File: src/rtl/hls_pipe_ctrl_if.sv
// Handshake/status bundle between hls_pipe_ctrl and its stream source/sink.
// Optional perf counter signals exist only when HLS_PIPE_CTRL_PERF_EN is defined.
interface hls_pipe_ctrl_if #(
  parameter int CNT_W = 8
);
  logic             in_valid;
  logic             in_ready;
  logic             out_valid;
  logic             out_ready;
  logic             flush;
  logic             stage_en;
  logic             busy;
  logic [CNT_W-1:0] inflight;
  logic [1:0]       state;
`ifdef HLS_PIPE_CTRL_PERF_EN
  logic [31:0]      perf_tokens;
  logic [31:0]      perf_stalls;

  modport slave (
    input  in_valid, out_ready, flush,
    output in_ready, out_valid, stage_en, busy, inflight, state,
           perf_tokens, perf_stalls
  );
  modport master (
    output in_valid, out_ready, flush,
    input  in_ready, out_valid, stage_en, busy, inflight, state,
           perf_tokens, perf_stalls
  );
`else
  modport slave (
    input  in_valid, out_ready, flush,
    output in_ready, out_valid, stage_en, busy, inflight, state
  );
  modport master (
    output in_valid, out_ready, flush,
    input  in_ready, out_valid, stage_en, busy, inflight, state
  );
`endif
endinterface

File: src/rtl/hls_pipe_ctrl.sv
// Sequencing controller for a fixed-latency HLS pipeline: valid chain, II gating, stall and flush.
// Define HLS_PIPE_CTRL_PERF_EN to add saturating perf_tokens / perf_stalls counters.
module hls_pipe_ctrl #(
  parameter int LATENCY = 40,
  parameter int II      = 1,
  parameter int CNT_W   = 8
) (
  input  logic             clock,
  input  logic             reset,
  hls_pipe_ctrl_if.slave   bus
);

  localparam int II_W = (II > 1) ? $clog2(II) : 1;

  typedef enum logic [1:0] {
    IDLE  = 2'd0,
    RUN   = 2'd1,
    STALL = 2'd2,
    FLUSH = 2'd3
  } state_t;

  state_t             state_q, state_d;
  logic [LATENCY-1:0] vchain_q, vchain_d;
  logic [II_W-1:0]    ii_cnt_q, ii_cnt_d;
  logic [CNT_W-1:0]   inflight_q, inflight_d;

  logic out_valid;
  logic stage_en;
  logic in_ready;
  logic accept;
  logic emit;
  logic clear;

  // A flush request blanks both handshakes in its own cycle so neither side sees a transfer.
  assign out_valid = vchain_q[LATENCY-1] && (state_q != FLUSH) && !bus.flush;
  assign stage_en  = !(out_valid && !bus.out_ready) && (state_q != FLUSH);
  assign in_ready  = stage_en && (ii_cnt_q == '0) && !bus.flush;
  assign accept    = bus.in_valid && in_ready;
  assign emit      = out_valid && bus.out_ready;
  assign clear     = bus.flush || (state_q == FLUSH);

  always_comb begin
    vchain_d = vchain_q;
    if (clear) begin
      vchain_d = '0;
    end else if (stage_en) begin
      vchain_d[0] = accept;
      for (int i = 1; i < LATENCY; i++) begin
        vchain_d[i] = vchain_q[i-1];
      end
    end
  end

  always_comb begin
    ii_cnt_d = ii_cnt_q;
    if (clear) begin
      ii_cnt_d = '0;
    end else if (accept) begin
      ii_cnt_d = II_W'(II - 1);
    end else if (stage_en && (ii_cnt_q != '0)) begin
      ii_cnt_d = ii_cnt_q - 1'b1;
    end
  end

  // Guards against wrap are defensive; the valid chain bounds occupancy to LATENCY.
  always_comb begin
    inflight_d = inflight_q;
    if (clear) begin
      inflight_d = '0;
    end else if (accept && !emit && (inflight_q != '1)) begin
      inflight_d = inflight_q + 1'b1;
    end else if (emit && !accept && (inflight_q != '0)) begin
      inflight_d = inflight_q - 1'b1;
    end
  end

  always_comb begin
    state_d = state_q;
    unique case (state_q)
      IDLE: begin
        if (bus.flush)  state_d = FLUSH;
        else if (accept) state_d = RUN;
      end
      RUN: begin
        if (bus.flush)                           state_d = FLUSH;
        else if (out_valid && !bus.out_ready)    state_d = STALL;
        else if ((inflight_d == '0) && !accept)  state_d = IDLE;
      end
      STALL: begin
        if (bus.flush)          state_d = FLUSH;
        else if (bus.out_ready) state_d = RUN;
      end
      FLUSH: state_d = IDLE;
      default: state_d = IDLE;
    endcase
  end

  always_ff @(posedge clock or posedge reset) begin
    if (reset) begin
      state_q    <= IDLE;
      vchain_q   <= '0;
      ii_cnt_q   <= '0;
      inflight_q <= '0;
    end else begin
      state_q    <= state_d;
      vchain_q   <= vchain_d;
      ii_cnt_q   <= ii_cnt_d;
      inflight_q <= inflight_d;
    end
  end

  assign bus.in_ready  = in_ready;
  assign bus.out_valid = out_valid;
  assign bus.stage_en  = stage_en;
  assign bus.busy      = (inflight_q != '0);
  assign bus.inflight  = inflight_q;
  assign bus.state     = state_q;

`ifdef HLS_PIPE_CTRL_PERF_EN
  logic [31:0] perf_tokens_q, perf_tokens_d;
  logic [31:0] perf_stalls_q, perf_stalls_d;

  // Counters saturate and deliberately ignore flush.
  always_comb begin
    perf_tokens_d = perf_tokens_q;
    perf_stalls_d = perf_stalls_q;
    if (emit && (perf_tokens_q != '1))               perf_tokens_d = perf_tokens_q + 1'b1;
    if ((state_q == STALL) && (perf_stalls_q != '1)) perf_stalls_d = perf_stalls_q + 1'b1;
  end

  always_ff @(posedge clock or posedge reset) begin
    if (reset) begin
      perf_tokens_q <= '0;
      perf_stalls_q <= '0;
    end else begin
      perf_tokens_q <= perf_tokens_d;
      perf_stalls_q <= perf_stalls_d;
    end
  end

  assign bus.perf_tokens = perf_tokens_q;
  assign bus.perf_stalls = perf_stalls_q;
`endif

endmodule

File: src/flat_wrapper.sv
// flat-port wrapper written by rule: the top's interface ports become plain ports
module hls_pipe_ctrl_flat 
#(
  parameter int LATENCY = 40,
  parameter int II      = 1,
  parameter int CNT_W   = 8
)
  (clock, reset, bus_in_valid, bus_out_ready, bus_flush, bus_in_ready, bus_out_valid, bus_stage_en, bus_busy, bus_inflight, bus_state);
  hls_pipe_ctrl_if #(.CNT_W(CNT_W)) bus_i ();
  input  logic clock;
  input  logic reset;
  input wire logic [$bits(bus_i.in_valid)-1:0] bus_in_valid;
  input wire logic [$bits(bus_i.out_ready)-1:0] bus_out_ready;
  input wire logic [$bits(bus_i.flush)-1:0] bus_flush;
  output wire logic [$bits(bus_i.in_ready)-1:0] bus_in_ready;
  output wire logic [$bits(bus_i.out_valid)-1:0] bus_out_valid;
  output wire logic [$bits(bus_i.stage_en)-1:0] bus_stage_en;
  output wire logic [$bits(bus_i.busy)-1:0] bus_busy;
  output wire logic [$bits(bus_i.inflight)-1:0] bus_inflight;
  output wire logic [$bits(bus_i.state)-1:0] bus_state;
  assign bus_i.in_valid = bus_in_valid;
  assign bus_i.out_ready = bus_out_ready;
  assign bus_i.flush = bus_flush;
  assign bus_in_ready = bus_i.in_ready;
  assign bus_out_valid = bus_i.out_valid;
  assign bus_stage_en = bus_i.stage_en;
  assign bus_busy = bus_i.busy;
  assign bus_inflight = bus_i.inflight;
  assign bus_state = bus_i.state;
  hls_pipe_ctrl #(.LATENCY(LATENCY), .II(II), .CNT_W(CNT_W)) u_core (.clock(clock), .reset(reset), .bus(bus_i));
endmodule
File: config.mk
export PLATFORM = sky130hd
export DESIGN_NAME = hls_pipe_ctrl_flat
export DESIGN_NICKNAME = d
export VERILOG_FILES = /design/src/rtl/hls_pipe_ctrl_if.sv /design/src/rtl/hls_pipe_ctrl.sv /design/src/flat_wrapper.sv
export SDC_FILE = /design/constraint.sdc
export NUM_CORES = 1
export LEC_CHECK = 0
export ABC_AREA = 1
export CORE_AREA = 3 3 65 112
export DETAILED_ROUTE_END_ITERATION = 6
export DIE_AREA = 0 0 68 115
export GPL_TIMING_DRIVEN = 0
export PLACE_DENSITY = 0.69
export REMOVE_ABC_BUFFERS = 1
export SLEW_MARGIN = 10
export SYNTH_ARGS = -nofsm -noshare
export SYNTH_HDL_FRONTEND = slang
export SYNTH_SLANG_ARGS = --single-unit
File: constraint.sdc
create_clock -name clock -period 2.2 [get_ports clock]
set_input_delay 0.22 -clock clock [delete_from_list [all_inputs] [get_ports clock]]
set_output_delay 0.22 -clock clock [all_outputs]
set_load 0.01 [all_outputs]
==> impl_metrics.json, run 1 <==
{
  "htree_num_levels": 2,
  "worstMarginPinSlew_ps": 672,
  "rrSetupSlack_ps": 150,
  "ant_nets": 0,
  "finalCriticalPeriod_ps": 2090,
  "placeableCoreArea_sq_mm": 0.00654,
  "wirelength_microns": 5230,
  "drc": 0,
  "grt_pass1_wl_microns": 8720,
  "synthCells": 295,
  "pwr-share-clk_pct": 30.1,
  "p_switching_mw": 0.780,
  "port_buffers": 18,
  "async_reset_ff_share_pct": 100,
  "highest_layer": "met4",
  "first_pass_iters": 4,
  "drtIter0Drc": 89,
  "timing.setup.tns_ps": 0,
  "ir_worst_vdd_mv": 0.479,
  "ios": 19,
  "synth.avg_cell_area_sq_um": 8.65,
  "outcome": "finished, final reports clean",
  "cap_viol_max_count": 0,
  "grt_use_total_pct": 14.4,
  "max_freq_mhz": 478,
  "yosysMostFrequentCell": "inv_1",
  "synth_ff_type": "dfrtp_1",
  "p_leak_nw": 1.45,
  "wl_met3_microns": 138,
  "skew_ps": 4.03,
  "nFillCells": 655,
  "synth_edf_count": 0,
  "syn_area_sq_mm": 0.00255,
  "end_kind": "output port",
  "initial_utilization_pct": 39.0,
  "critical_path_arrival_ps": 1870,
  "cts_sinks": 51,
  "critPathLaunch": "u_core.bus.inflight[0]",
  "hold_buffers": 0,
  "p_per_area_mw_per_mm2": 809,
  "worst-setup-path-type": "register to output port",
  "synth_top_area_share_pct": 50.0,
  "finalSetupViolCount": 0,
  "yosysWarningCount": 0,
  "grt_pass1_vias": 1877,
  "critPathLaunchType": "register",
  "area_delta_synth_final_pct": 18.9,
  "ctsLongestPathBuffers": 2,
  "yosysUniqueCellTypes": 33,
  "hold_path_class": "input pin to async pin",
  "cts_buffers": 5,
  "relSlewSlack_pct": 55.1,
  "post-dp-hpwl_microns": 3350,
  "drt-met1-wl_microns": 2230,
  "route.met2.wl_microns": 2780,
  "final_area_sq_mm": 0.00303,
  "grt_start_max_net_pins": 39,
  "seq_area_frac_synth_pct": 50.0,
  "power_frac_seq_pct": 42.3,
  "path_max_fanout": 7,
  "fp.dieArea_sq_mm": 0.00782,
  "place_area_sq_mm": 0.00280,
  "synth.area.top_cells": "dfrtp_1, inv_1, o22ai_1",
  "cp_data_required_time_ps": 1980,
  "slew_violations": 0,
  "finalNonFillerCells": 404,
  "antenna_found_initial": 0,
  "period_share_pct": 95.0,
  "routedWlPerCell_microns": 12.9,
  "internal_power_mw": 1.67,
  "layout-drive-gt1-share_pct": 15.8,
  "hold_viol_final": 0,
  "ys_seq_elements": 51,
  "swShare_pct": 31.8,
  "die_w_microns": 68,
  "cts_tree": "done",
  "synth_common_cells": "inv_1, dfrtp_1, nand2_1",
  "vias_per_cell": 4.87,
  "grt_overflow_total": 0,
  "combPwrFrac_pct": 27.6,
  "rows": 39,
  "clkLatencyLatePin_ps": 280,
  "place_congestion": 0.832,
  "vias": 1968,
  "rsz0062_at_grt": "false",
  "clock-root-buffer": "clkbuf_16",
  "dp.cells": 385,
  "r2r-start": "u_core.bus.inflight[0]",
  "finalNetCount": 329,
  "yosysTopAreaCell": "dfrtp_1",
  "antenna_cells": 0,
  "clk_transition_reported_paths_ps": 60,
  "die_y_microns": 115
}
[power groups by stage]
| stage | clock network, mW | logic (mW) | registers [mW] |
|---|---|---|---|
| after CTS | 0.763 | 0.655 | 1.04 |
| final | 0.739 | 0.677 | 1.04 |
| after global routing | 0.799 | 0.742 | 1.04 |
| after global placement | 0 | 0.630 | 1.05 |
| after floorplan | 0 | 0.416 | 1.06 |
| after detailed placement | 0 | 0.640 | 1.05 |
[repair_timing]
| item | in CTS | in global routing |
|---|---|---|
| endpoints found under the hold margin | 0 | 0 |
| setup endpoints to repair | 42 | 2 |
| cloned | 2 | 0 |
| buffers inserted | 0 | 9 |
| pin swaps | 0 | 2 |
| gates resized for setup | 2 | 2 |
[final timing paths]
check | endpoint | depth (start not counted)
worst min-delay path | u_core.vchain_q[19] | 2
worst min register to register | u_core.vchain_q[31] | 2
min in group clock | u_core.vchain_q[31] | 2
max in group asynchronous | u_core.vchain_q[33] | 3
worst max register to register | u_core.bus.state[0] | 14
worst max-delay path | bus_busy | 6
[registers in the layout (all words and copies together), names as in the netlist]
register and count:
u_core.bus.inflight 8, u_core.vchain_q 40, u_core.bus.state 2, u_core.ii_cnt_q 1
[worst max-delay path, stage by stage (launching register included)]
cell and delay [ps]:
dfrtp_1 430, inv_2 80, ha_1 210, nand3_1 120, nor2_2 70, inv_2 130, clkdlybuf4s50_1 550
[metrics by stage]
| stage | util (%) | power [mW] | hold slack (ps) | setup WS, ps |
|---|---|---|---|---|
| after floorplan | - | 1.47 | 314 | 147 |
| after detailed placement | 42.7 | 1.69 | 509 | -671 |
| after global routing | 46.4 | 2.59 | 339 | 4.01 |
| after global placement | 42.4 | 1.68 | 499 | -640 |
| after CTS | 45.3 | 2.46 | 309 | 57.9 |
| final | 46.4 | 2.45 | 288 | 109 |
[kinds of logic (layout without fill, tap and decap cells)]
logic type | Yosys count | after routing | synth area share (%)
adders and majority gates | 3 | 3 | 1.47
buffers and inverters | 84 | 109 | 13.0
AOI/OAI and AO/OA | 48 | 48 | 11.8
DFF | 51 | 51 | 50.0
xor gates and xnor gates | 5 | 5 | 1.72
and+or+nand+nor | 104 | 106 | 21.9
[metal layers]
metal  GRT usage, %  vias to the layer above
met5              0                        -
met4           4.78                        0
met3           2.44                        6
met2           24.5                       24
met1           17.9                      941
li1               -                      997
[cell type report]
type                       count  area, sq um  area share, %
clock buffer                   6          129           4.25
timing repair buffer          28          268           8.83
clock inverter                 2         12.5          0.413
multi-input combinational    162          970           32.0
sequential                    51         1280           42.1
tap                           82          103           3.38
inverter                      73          274           9.03
[cells in the final DEF, fill, tap and decap left out, drive strengths merged, types with 5 or more instances in the layout]
cell type and instances:
a21oi 5, buf 10, inv 73, dfrtp 51
nor2 18, nand2 51, clkdlybuf4s50 18, clkbuf 6
nand4 10, o22ai 38, nand3 23
Power figures use the tool's default switching activity.
==> run 2: changes to the inputs <==
--- a/config.mk
+++ b/config.mk
@@ -16,3 +16,4 @@
 export SYNTH_ARGS = -nofsm -noshare
 export SYNTH_HDL_FRONTEND = slang
 export SYNTH_SLANG_ARGS = --single-unit
+export TNS_END_PERCENT = 10
==> results of run 2 <==
No change in the layout: final DEF, timing and power equal those of run 1.
